==> src/rtl/galaga_input_ctrl.sv <==
// galaga_input_ctrl: PS/2 key state and HPS joystick merge into galaga control lines, with spaced coin pulses.
module galaga_input_ctrl #(
  parameter logic [15:0] COIN_PULSE = 16'd1800,
  parameter logic [15:0] COIN_GAP   = 16'd1800,
  parameter int          COIN_QMAX  = 3
) (
  input  logic        clk_sys,
  input  logic        reset_n,
  input  logic [10:0] ps2_key,
  input  logic [15:0] joystick_0,
  input  logic [15:0] joystick_1,
  input  logic        no_rotate,
  input  logic        clear,
  output logic        start1,
  output logic        start2,
  output logic        left1,
  output logic        right1,
  output logic        fire1,
  output logic        left2,
  output logic        right2,
  output logic        fire2,
  output logic        coin,
  output logic [2:0]  coin_pending
);
  localparam int K_UP = 0, K_DN = 1, K_LT = 2, K_RT = 3, K_FIRE = 4, K_F1 = 5, K_F2 = 6, K_1 = 7;
  localparam int K_2 = 8, K_5 = 9, K_6 = 10, K_R = 11, K_F = 12, K_D = 13, K_G = 14, K_A = 15;
  typedef enum logic [1:0] {IDLE, PULSE, GAP} state_t;
  state_t      state_q, state_d;
  logic        tog_q, req_q, coin_q, coin_d, ev, inc, dec, coin_req, unused_j;
  logic [15:0] key_q, key_d, sel, j, timer_q, timer_d;
  logic [7:0]  ctl_q, ctl_d;
  logic [8:0]  code;
  logic [2:0]  pend_q, pend_d;
  assign j        = joystick_0 | joystick_1;
  assign unused_j = ^j[15:7];
  assign code     = ps2_key[8:0];
  assign ev       = ps2_key[10] ^ tog_q;
  always_comb begin
    sel         = '0;
    sel[K_UP]   = code[7:0] == 8'h75;
    sel[K_DN]   = code[7:0] == 8'h72;
    sel[K_LT]   = code[7:0] == 8'h6B;
    sel[K_RT]   = code[7:0] == 8'h74;
    sel[K_FIRE] = code == 9'h029 || code == 9'h014;
    sel[K_F1]   = code == 9'h005;
    sel[K_F2]   = code == 9'h006;
    sel[K_1]    = code == 9'h016;
    sel[K_2]    = code == 9'h01E;
    sel[K_5]    = code == 9'h02E;
    sel[K_6]    = code == 9'h036;
    sel[K_R]    = code == 9'h02D;
    sel[K_F]    = code == 9'h02B;
    sel[K_D]    = code == 9'h023;
    sel[K_G]    = code == 9'h034;
    sel[K_A]    = code == 9'h01C;
    key_d       = ev ? (key_q & ~sel) | (sel & {16{ps2_key[9]}}) : key_q;
  end
  // ctl order: start1 start2 left1 right1 fire1 left2 right2 fire2
  always_comb begin
    ctl_d[7] = key_q[K_F1] | key_q[K_1] | j[5];
    ctl_d[6] = key_q[K_F2] | key_q[K_2] | j[6];
    ctl_d[5] = no_rotate ? key_q[K_DN] | j[2] : key_q[K_LT] | j[1];
    ctl_d[4] = no_rotate ? key_q[K_UP] | j[3] : key_q[K_RT] | j[0];
    ctl_d[3] = key_q[K_FIRE] | j[4];
    ctl_d[2] = no_rotate ? key_q[K_F] | j[2] : key_q[K_D] | j[1];
    ctl_d[1] = no_rotate ? key_q[K_R] | j[3] : key_q[K_G] | j[0];
    ctl_d[0] = key_q[K_A] | j[4];
  end
  assign coin_req = ctl_q[7] | ctl_q[6] | key_q[K_5] | key_q[K_6];
  assign inc      = coin_req & ~req_q;
  always_comb begin
    state_d = state_q;
    timer_d = timer_q;
    dec     = 1'b0;
    case (state_q)
      IDLE: if (pend_q != 3'd0) begin
        state_d = PULSE;
        timer_d = COIN_PULSE - 16'd1;
        dec     = 1'b1;
      end
      PULSE: begin
        state_d = timer_q == 16'd0 ? GAP : PULSE;
        timer_d = timer_q == 16'd0 ? COIN_GAP - 16'd1 : timer_q - 16'd1;
      end
      GAP: begin
        state_d = timer_q == 16'd0 ? IDLE : GAP;
        timer_d = timer_q == 16'd0 ? 16'd0 : timer_q - 16'd1;
      end
      default: state_d = IDLE;
    endcase
    pend_d = (inc && !dec && pend_q != 3'(COIN_QMAX)) ? pend_q + 3'd1 :
             (dec && !inc) ? pend_q - 3'd1 : pend_q;
    coin_d = state_d == PULSE;
  end
  always_ff @(posedge clk_sys) begin
    tog_q <= ps2_key[10];
    if (!reset_n || clear) begin
      key_q   <= '0;
      ctl_q   <= '0;
      req_q   <= 1'b0;
      state_q <= IDLE;
      timer_q <= '0;
      pend_q  <= '0;
      coin_q  <= 1'b0;
    end else begin
      key_q   <= key_d;
      ctl_q   <= ctl_d;
      req_q   <= coin_req;
      state_q <= state_d;
      timer_q <= timer_d;
      pend_q  <= pend_d;
      coin_q  <= coin_d;
    end
  end
  assign {start1, start2, left1, right1, fire1, left2, right2, fire2} = ctl_q;
  assign coin         = coin_q;
  assign coin_pending = pend_q;
endmodule

==> config.mk <==
export PLATFORM = sky130hd
export DESIGN_NAME = galaga_input_ctrl
export DESIGN_NICKNAME = d
export VERILOG_FILES = /design/src/rtl/galaga_input_ctrl.sv
export SDC_FILE = /design/constraint.sdc
export NUM_CORES = 1
export LEC_CHECK = 0
export CAP_MARGIN = 15
export CORE_AREA = 2 2 107 109
export CTS_CLUSTER_DIAMETER = 200
export CTS_CLUSTER_SIZE = 10
export DETAILED_ROUTE_END_ITERATION = 10
export DIE_AREA = 0 0 109 111
export PLACE_DENSITY = 0.53
export SETUP_SLACK_MARGIN = 0.4
export SLEW_MARGIN = 25
export SYNTH_ARGS = -nofsm -noshare
export SYNTH_HDL_FRONTEND = slang
export SYNTH_SLANG_ARGS = --single-unit
==> constraint.sdc <==
create_clock -name clk_sys -period 3 [get_ports clk_sys]
set_input_delay 0.3 -clock clk_sys [delete_from_list [all_inputs] [get_ports clk_sys]]
set_output_delay 0.3 -clock clk_sys [all_outputs]
set_load 0.1 [all_outputs]
## Word-level counts from Yosys, hierarchy flattened

Index checks and enable logic that the tools add are counted.

- Register bits: 48
- Input port bits: 47
- Output and inout bits: 12

- $add $sub $neg: 3
- Eq/ne operators: 22
- Mux-type cells: 16
- Bitwise logic cells: 25
- Reduce and logical (&&, ||, !) cells: 14

Operators with widths:

| cell | count |
|---|---|
| 9-bit by 6-bit equality test with 1-bit output, second input constant | 7 |
| 16-bit 2-to-1 mux | 3 |
| 16-bit case mux with 3 select lines | 1 |
| 9-bit by 5-bit equality test with 1-bit output, second input constant | 4 |
| 16-bit bitwise AND | 2 |
| 8-bit by 7-bit equality test with 1-bit output, second input constant | 4 |
| 9-bit by 3-bit equality test with 1-bit output, second input constant | 2 |
| 1-bit bitwise OR | 17 |
| 16-bit logical NOT | 1 |
| 16-bit NOT | 1 |
| 16-bit bitwise OR | 1 |
| 16-bit by 1-bit subtractor with 16-bit output, second input constant | 1 |
| 7-bit bitwise OR | 1 |
| 1-bit 2-to-1 mux | 6 |
| 2-bit 2-to-1 mux | 3 |
| 3-bit 2-to-1 mux | 2 |
| 2-bit case mux with 3 select lines | 1 |
| 3-bit nonzero test | 2 |
| 2-bit by 1-bit equality test with 1-bit output, second input constant | 2 |
| 3-bit by 1-bit adder with 3-bit output, second input constant | 1 |
| 1-bit logical AND | 3 |
| 1-bit logical NOT | 3 |
| 3-bit by 2-bit != test with 1-bit output, second input constant | 1 |
| 3-bit by 1-bit subtractor with 3-bit output, second input constant | 1 |
| other kinds (9) | 10 |

## Depth between registers and ports, before layout

Gate-level depths: netlist of run 1.

- Word-level depth: 8
- Depth in mapped cells: 11

## Least setup slack after synthesis of run 1

No wires, ideal clock.

- Kind: register to register
- Start: register pend_q[1] (netlist: coin_pending[1])
- End: register pend_q[1] (netlist: coin_pending[1])
- Library setup time: 0.132 ns
- Arrival time: 2.635 ns
- Data required time: 2.868 ns
- Setup slack: 0.233 ns
- Cell stages (with the launch flop): 9
- Buffers on the path: 1
- Period minus slack after synthesis: 2.767 ns
- Cells stage by stage: dfxtp_1 clkbuf_8 nor2b_1 o22ai_1 nand2_1 fa_1 o311a_1 a31oi_1 a31oi_1

- Word-level cells in the longest chain between the ends: 7
- Elaborated cells between the ends (all ways): 13
- Classes of those cells: 2 x add/sub; 1 x eq/ne; 4 x mux; 6 x reduce/logical

Ends and longest elaborated chain:

| element | RTL line | source |
|---|---|---|
| from (decl) | 33 | `logic [2:0] pend_q, pend_d;` |
| from (signal assigned) | 111 | `pend_q <= pend_d;` |
| 3-bit nonzero test | 76 | `IDLE: if (pend_q != 3'd0) begin` |
| 1-bit 2-to-1 mux | 76 |  |
| 1-bit 2-to-1 mux | 75 | `case (state_q)` |
| 1-bit logical NOT | 91 | `pend_d = (inc && !dec && pend_q != 3'(COIN_QMAX)) ? pend_q + 3'd1 :` |
| 1-bit logical AND (2 in series) | 91 |  |
| 3-bit 2-to-1 mux * | 91 |  |
| net pend_d[1] | 33 |  |

Mark *: on every way through the listed nets, which the timed path passes. The rest lies on a longest branch. The select of a mux whose other input is x is not followed.
A chain may end at the register's enable or synchronous reset.

## Worst setup path in the final report of run 1

- Start: register state_q[0]
- End: register pend_q[1] (netlist: coin_pending[1])

- Word-level cells in the longest chain between the ends: 6
- Elaborated cells between the ends (all ways): 8
- Classes of those cells: 2 x mux; 6 x reduce/logical

Ends and longest elaborated chain:

| element | RTL line | source |
|---|---|---|
| from (decl) | 28 | `state_t state_q, state_d;` |
| from (signal assigned) | 109 | `state_q <= state_d;` |
| 2-bit logical NOT | 75 |  |
| 1-bit 2-to-1 mux | 75 |  |
| 1-bit logical NOT | 91 |  |
| 1-bit logical AND (2 in series) | 91 |  |
| 3-bit 2-to-1 mux | 91 |  |
| net pend_d[1] | 33 |  |

The timed path passes the listed nets, and every way through them passes these cells.

==> flow_summary.toml, run 1 <==
[run_status]
run_status = "completed"

[yosys]
synth_commonest_cells = "48 x sky130_fd_sc_hd__dfxtp_1, 26 x sky130_fd_sc_hd__nand2_1, 23 x sky130_fd_sc_hd__nor2_1"
netlist.top_cell.by_area = "sky130_fd_sc_hd__dfxtp_1"
post_synthesis_mean_instance_area_um2 = 8.621
synth_seq_cells = 48
yosysMostFrequentCell = "sky130_fd_sc_hd__dfxtp_1"
synth.lib_cells_used.distinct = 62
syn_nets = 363
synth_async_sr_flop_share_pct = 0
post-synth-top-area-fraction_pct = 36.07
synthesis.instances = 309
synth-warning-count = 0
ys.flop_type = "sky130_fd_sc_hd__dfxtp_1"
post_synth_edffs = 0
netlist_area_um2 = 2664
synth_sequential_area_ratio_pct = 36.07
ys_top_cells_by_area = "sky130_fd_sc_hd__dfxtp_1 36%, sky130_fd_sc_hd__nand2_1 3.7%, sky130_fd_sc_hd__nor2_1 3.2%, sky130_fd_sc_hd__mux2i_1 3.0%, sky130_fd_sc_hd__nor3_1 3.0%"

[critical_path]
critical_path.max_fanout = 16
worst_setup_path_start_kind = "flop"
cp-end-kind = "flop"
criticalPathCategory = "reg2reg"
crit_arrival_ns = 2.59
timing.critical_path.required_ns = 3.17

[cts]
ctsLongestPathBuffers = 2
numCtsBuffers = 5
cts_stage_hold_buffer_count = 0
clk_latency_ns = 0.29
cts_sinks = 48
cts_root_buf = "sky130_fd_sc_hd__clkbuf_16"
path_clk_slew_ns = 0.07
clock_tree_from_tritoncts = "yes"
cts.htree.levels = 2

[global_routing]
via_count_of_the_first_global_routing_pass = 2321
overflow = 0
grt_first_pass_wirelength_um = 11580
grt_max_degree = 27
antenna_violations_before_repair = 0
globalRouteTotalUtil_pct = 11.86

[floorplanning]
core_area_um2 = 11080
die_w_um = 109
floorplan.initialDensity_pct = 24.05
design.die.area_um2 = 12100
pin_count = 59
floorplan.rows = 39
die_height_um = 111

[finish]
layout-area-overhead-vs-synth_pct = 24.75
layout-drive-gt1-share_pct = 9.942
finalInstanceArea_um2 = 3323
finalNetCount = 395
diodes = 0
finalNonFillerCells = 485

[sta]
clock_skew_ns = 0.003214
timing_hold_violations_final = 0
timing.final.crit_share_pct = 80.80
timing_max_transition_violations_final = 0
timing_worst_slew_pin_value_ns = 0.9734
totalNegativeSetupSlack_ns = 0
setup_repair_after_global_routing_missed_its_margin = "no"
period_needed_ns = 2.424
max_freq_ghz = 0.4125
worst_slew_margin_rel_pct = 34.90
final-setup-viol-count = 0

[routing]
routed_via_density = 5.035
via_count = 2442
routed_wire_length_um = 6969
drt_iter0_markers = 154
detailedRoute.firstPassIterationCount = 4
post-route-drc-count = 0
post_drt_wl_per_cell_um = 14.37
postRouteAntennaNets = 0

[placement]
gp_congestion = 0.7921
dp_cells = 477
post_dp_cell_area_um2 = 3143
numPortBuffers = 40
dp_hpwl_um = 4824

[pwr]
combPwrFrac_pct = 26.9
ir_worst_vdd_uv = 274.9
power.sequential.fraction_pct = 37.2
switching_share_pct = 32.85
clock_power_share_pct = 35.9
power.net_switching_mw = 0.6217
cellLeakagePower_nw = 1.120
internal_power_mw = 1.271
pwr_density_cell_nw_per_um2 = 569.5

[flow_run]
drv.max_cap_violation_count = 0

[worst_hold_path]
worst_hold_path_type = "reg2reg"
[metal layers]
metal	wire length (um)	global-route usage (%)
met1	3425	16.63
met2	3182	17.85
met3	274	2.646
met4	87	3.932
met5	0	0
[through the flow]
stage / power (mW) / setup WS [ns] / hold WS, ns / utilization, %
after floorplan: 1.092 / 0.4166 / 0.3277 / -
after global placement: 1.213 / 0.5089 / 0.4594 / 28.37
after detailed placement: 1.220 / 0.4926 / 0.4540 / 28.37
after CTS: 1.904 / 0.4658 / 0.4715 / 29.98
after global routing: 1.985 / 0.4101 / 0.4896 / 30.00
final: 1.893 / 0.5759 / 0.4690 / 30.00
[layout make-up]
cell class                      count  area [um^2]
Fill cell                        1157         7754
Timing Repair Buffer               41        390.4
Multi-Input combinational cell    233         1568
Clock buffer                        6        138.9
Inverter                           12        45.04
Tap cell                          143        178.9
Sequential cell                    48        963.4
Clock inverter                      2        38.79
[timing repair]
action,4_1_cts,5_1_grt
setup buffers,0,0
gates resized for setup,0,2
setup endpoints to repair,0,12
[worst max-delay path, cell delays in order (launching register included)]
cell                      delay [ns]
sky130_fd_sc_hd__dfxtp_1        0.39
sky130_fd_sc_hd__inv_1          0.08
sky130_fd_sc_hd__ha_2           0.28
sky130_fd_sc_hd__o21a_1         0.15
sky130_fd_sc_hd__o22ai_1        0.17
sky130_fd_sc_hd__nand2_1        0.09
sky130_fd_sc_hd__fa_1           0.52
sky130_fd_sc_hd__o311a_1        0.37
sky130_fd_sc_hd__a31oi_1        0.15
sky130_fd_sc_hd__a31oi_1        0.09
[path summary, 6_finish.rpt]
kind	from	to	slack, ns	cells past startpoint
setup reg to reg	state_q[0]$_SDFF_PP0_	coin_pending[1]$_SDFFE_PP0P_	0.58	9
hold reg to reg	flop	flop	0.47	2
hold / removal	flop	flop	0.47	2
setup / recovery	state_q[0]$_SDFF_PP0_	coin_pending[1]$_SDFFE_PP0P_	0.58	9
[cells in the final DEF (no fill, tap or decap), types with 3 or more instances in the layout]
master,count
sky130_fd_sc_hd__ha_1,5
sky130_fd_sc_hd__nand3_1,14
sky130_fd_sc_hd__nor2b_1,3
sky130_fd_sc_hd__dfxtp_1,46
sky130_fd_sc_hd__or4_1,7
sky130_fd_sc_hd__o31ai_1,6
sky130_fd_sc_hd__inv_1,12
sky130_fd_sc_hd__nor4_1,12
sky130_fd_sc_hd__or3_1,6
sky130_fd_sc_hd__o21ai_0,11
sky130_fd_sc_hd__mux2i_1,8
sky130_fd_sc_hd__nand2_1,26
sky130_fd_sc_hd__nor3_1,16
sky130_fd_sc_hd__nor3b_1,4
sky130_fd_sc_hd__nand2b_1,9
sky130_fd_sc_hd__a31oi_1,7
sky130_fd_sc_hd__clkdlybuf4s50_1,33
sky130_fd_sc_hd__o41ai_1,4
sky130_fd_sc_hd__nor2_1,23
sky130_fd_sc_hd__buf_4,8
sky130_fd_sc_hd__nor4b_1,3
sky130_fd_sc_hd__a21oi_1,12
sky130_fd_sc_hd__nand4_1,8
sky130_fd_sc_hd__a211oi_1,4
sky130_fd_sc_hd__clkbuf_16,5
[cells by family after synthesis]
family	share of synthesized area [%]
xor+xnor	0.6577
compound gates	18.32
buf+inv	5.496
simple gates	31.61
fa+ha+maj	3.570
flops	36.07
mux	4.274
[power by group through the flow]
| stage | Clock, mW | Sequential (mW) | Combinational, mW |
|---|---|---|---|
| after floorplan | 0 | 0.782 | 0.310 |
| after global placement | 0 | 0.717 | 0.495 |
| after detailed placement | 0 | 0.719 | 0.501 |
| after CTS | 0.695 | 0.704 | 0.505 |
| after global routing | 0.719 | 0.711 | 0.555 |
| final | 0.680 | 0.705 | 0.508 |
Power figures use the tool's default switching activity.
==> run 2: changes to the inputs <==
Settings changed: PLACE_DENSITY 0.53 to 0.54.
Clock period 3 ns to 2.1 ns, I/O delays scaled along.
==> run 2 against run 1 <==
Clock skew is 0.0018 ns higher; sequential share of layout area decreased by 4.6 points; fmax is 16% higher; clock power grew 19%; critical path type unchanged.
==> flow_summary.toml, run 2 (same netlist as run 1, synthesis figures left out) <==
[global_routing]
overflow = 0
globalRouteTotalUtil_pct = 12.84
grt_max_degree = 27
grt_first_pass_wirelength_um = 12610
via_count_of_the_first_global_routing_pass = 2676
antenna_violations_before_repair = 0

[finish]
layout-drive-gt1-share_pct = 37.60
finalInstanceArea_um2 = 4076
diodes = 0
finalNonFillerCells = 534
fill_cells = 1108
finalNetCount = 444
sequential_cell_area_in_the_final_layout_um2 = 994.7
mostFrequentLayoutCells = "52 x sky130_fd_sc_hd__buf_4, 37 x sky130_fd_sc_hd__dfxtp_1, 26 x sky130_fd_sc_hd__clkdlybuf4s50_1"
layout-area-overhead-vs-synth_pct = 53.03
multi_input_comb_area_um2 = 1902
layout.cells.most_common = "sky130_fd_sc_hd__buf_4"
share_of_the_core_filled_with_cells_pct = 36.80

[sta]
timing.hold.ws_ns = 0.2224
max_freq_ghz = 0.4765
clock_skew_ns = 0.005000
timing_worst_slew_pin_value_ns = 0.5233
period_needed_ns = 2.099
timing_max_transition_violations_final = 0
setup_repair_after_global_routing_missed_its_margin = "yes"
final-setup-viol-count = 0
layout_setup_ws_ns = 0.001419
worst_slew_margin_rel_pct = 64.82
timing_hold_violations_final = 0
timing.final.crit_share_pct = 99.93
totalNegativeSetupSlack_ns = 0

[cts]
cts.htree.levels = 2
path_clk_slew_ns = 0.07
cts_sinks = 48
ctsLongestPathBuffers = 2
clock_tree_from_tritoncts = "yes"
numCtsBuffers = 5
clk_latency_ns = 0.28
cts_root_buf = "sky130_fd_sc_hd__clkbuf_16"

[pwr]
pwr_density_cell_nw_per_um2 = 737.8
fin_total_pwr_mw = 3.008
ir_worst_vdd_uv = 310.1
cellLeakagePower_nw = 1.457

[routing]
routed_wire_length_um = 7691
post_drt_wl_per_cell_um = 14.40
via_count = 2712
detailedRoute.firstPassIterationCount = 4
routed_via_density = 5.079
postRouteAntennaNets = 0
drt_iter0_markers = 101
post-route-drc-count = 0

[critical_path]
criticalPathCategory = "reg2reg"
crit_arrival_ns = 2.26
rrSetupSlack_ns = 0.001
worst_setup_path_start_kind = "flop"
timing.critical_path.required_ns = 2.26
cp-end-kind = "flop"
regToRegStartpoint = "state_q[0]$_SDFF_PP0_"
worst_r2r_path_depth = 9
worstSetupStartpoint = "state_q[0]$_SDFF_PP0_"
critical_path.max_fanout = 5
regToRegEndpoint = "coin_pending[1]$_SDFFE_PP0P_"
endpoint = "coin_pending[1]$_SDFFE_PP0P_"

[floorplanning]
floorplan.rows = 39
die_height_um = 111
design.die.area_um2 = 12100
pin_count = 59
floorplan.initialDensity_pct = 24.05
core_area_um2 = 11080
die_w_um = 109

[placement]
dp_cells = 501
dp_hpwl_um = 5076
numPortBuffers = 40
post-place-ws_ns = -0.02364
gp_congestion = 0.8163
post_dp_cell_area_um2 = 3395

[worst_hold_path]
worst_hold_path_type = "in2reg"

[run_status]
run_status = "completed"

[flow_run]
drv.max_cap_violation_count = 0
run 2: cell types whose count changed in the layout (fill, tap and decap cells not counted), sizes merged:
cell | before | now
buf | 8 | 62
clkdlybuf4s50 | 33 | 26
bufinv | 1 | 0
clkinv | 1 | 2
dlygate4sd2 | 0 | 1
dlymetal6s2s | 0 | 1
run 2: area by class of cell:
cell class	count	area share (%)
Timing Repair Buffer	90	19.67
Clock inverter	2	0.2455
Multi-Input combinational cell	233	46.65
Sequential cell	48	24.40
Tap cell	143	4.389
Clock buffer	6	3.407
Inverter	12	1.228
run 2: worst min-delay path by stage:
| stage | depth (start not counted) | endpoint | start | slack, ns |
|---|---|---|---|---|
| 2_1_floorplan | 0 | tog_q$_DFF_P_ | ps2_key[10] | 0.24 |
| 5_1_grt | 1 | tog_q$_DFF_P_ | ps2_key[10] | 0.23 |
| 3_5_place_dp | 2 | flop | flop | 0.46 |
| 6_report | 1 | tog_q$_DFF_P_ | ps2_key[10] | 0.22 |
| 4_1_cts | 1 | tog_q$_DFF_P_ | ps2_key[10] | 0.22 |
| 3_3_place_gp | 2 | flop | flop | 0.45 |
run 2: critical path, stage by stage, from the launching register on:
cell and delay (ns):
sky130_fd_sc_hd__dfxtp_2 0.33, sky130_fd_sc_hd__inv_2 0.05, sky130_fd_sc_hd__ha_4 0.16, sky130_fd_sc_hd__o21a_1 0.12, sky130_fd_sc_hd__o22ai_2 0.16, sky130_fd_sc_hd__nand2_2 0.09
sky130_fd_sc_hd__fa_2 0.51, sky130_fd_sc_hd__o311a_1 0.31, sky130_fd_sc_hd__a31oi_1 0.14, sky130_fd_sc_hd__a31oi_1 0.10
run 2: what timing repair did:
action	4_1_cts	5_1_grt
setup endpoints to repair	28	30
resized for setup	38	38
cloned	2	0
hold buffers	0	0
pin swaps	28	21
buffers inserted	17	6
run 2: per-layer routing:
metal	global-route usage [%]	wire length, um
met3	2.939	304
met5	0	0
met1	16.39	3521
met2	20.95	3727
met4	4.530	138
run 2: power breakdown:
group	internal, mW	total, mW	switching, mW
combinational	0.552	1.18	0.631
clock	0.470	0.811	0.341
sequential	0.951	1.01	0.0618
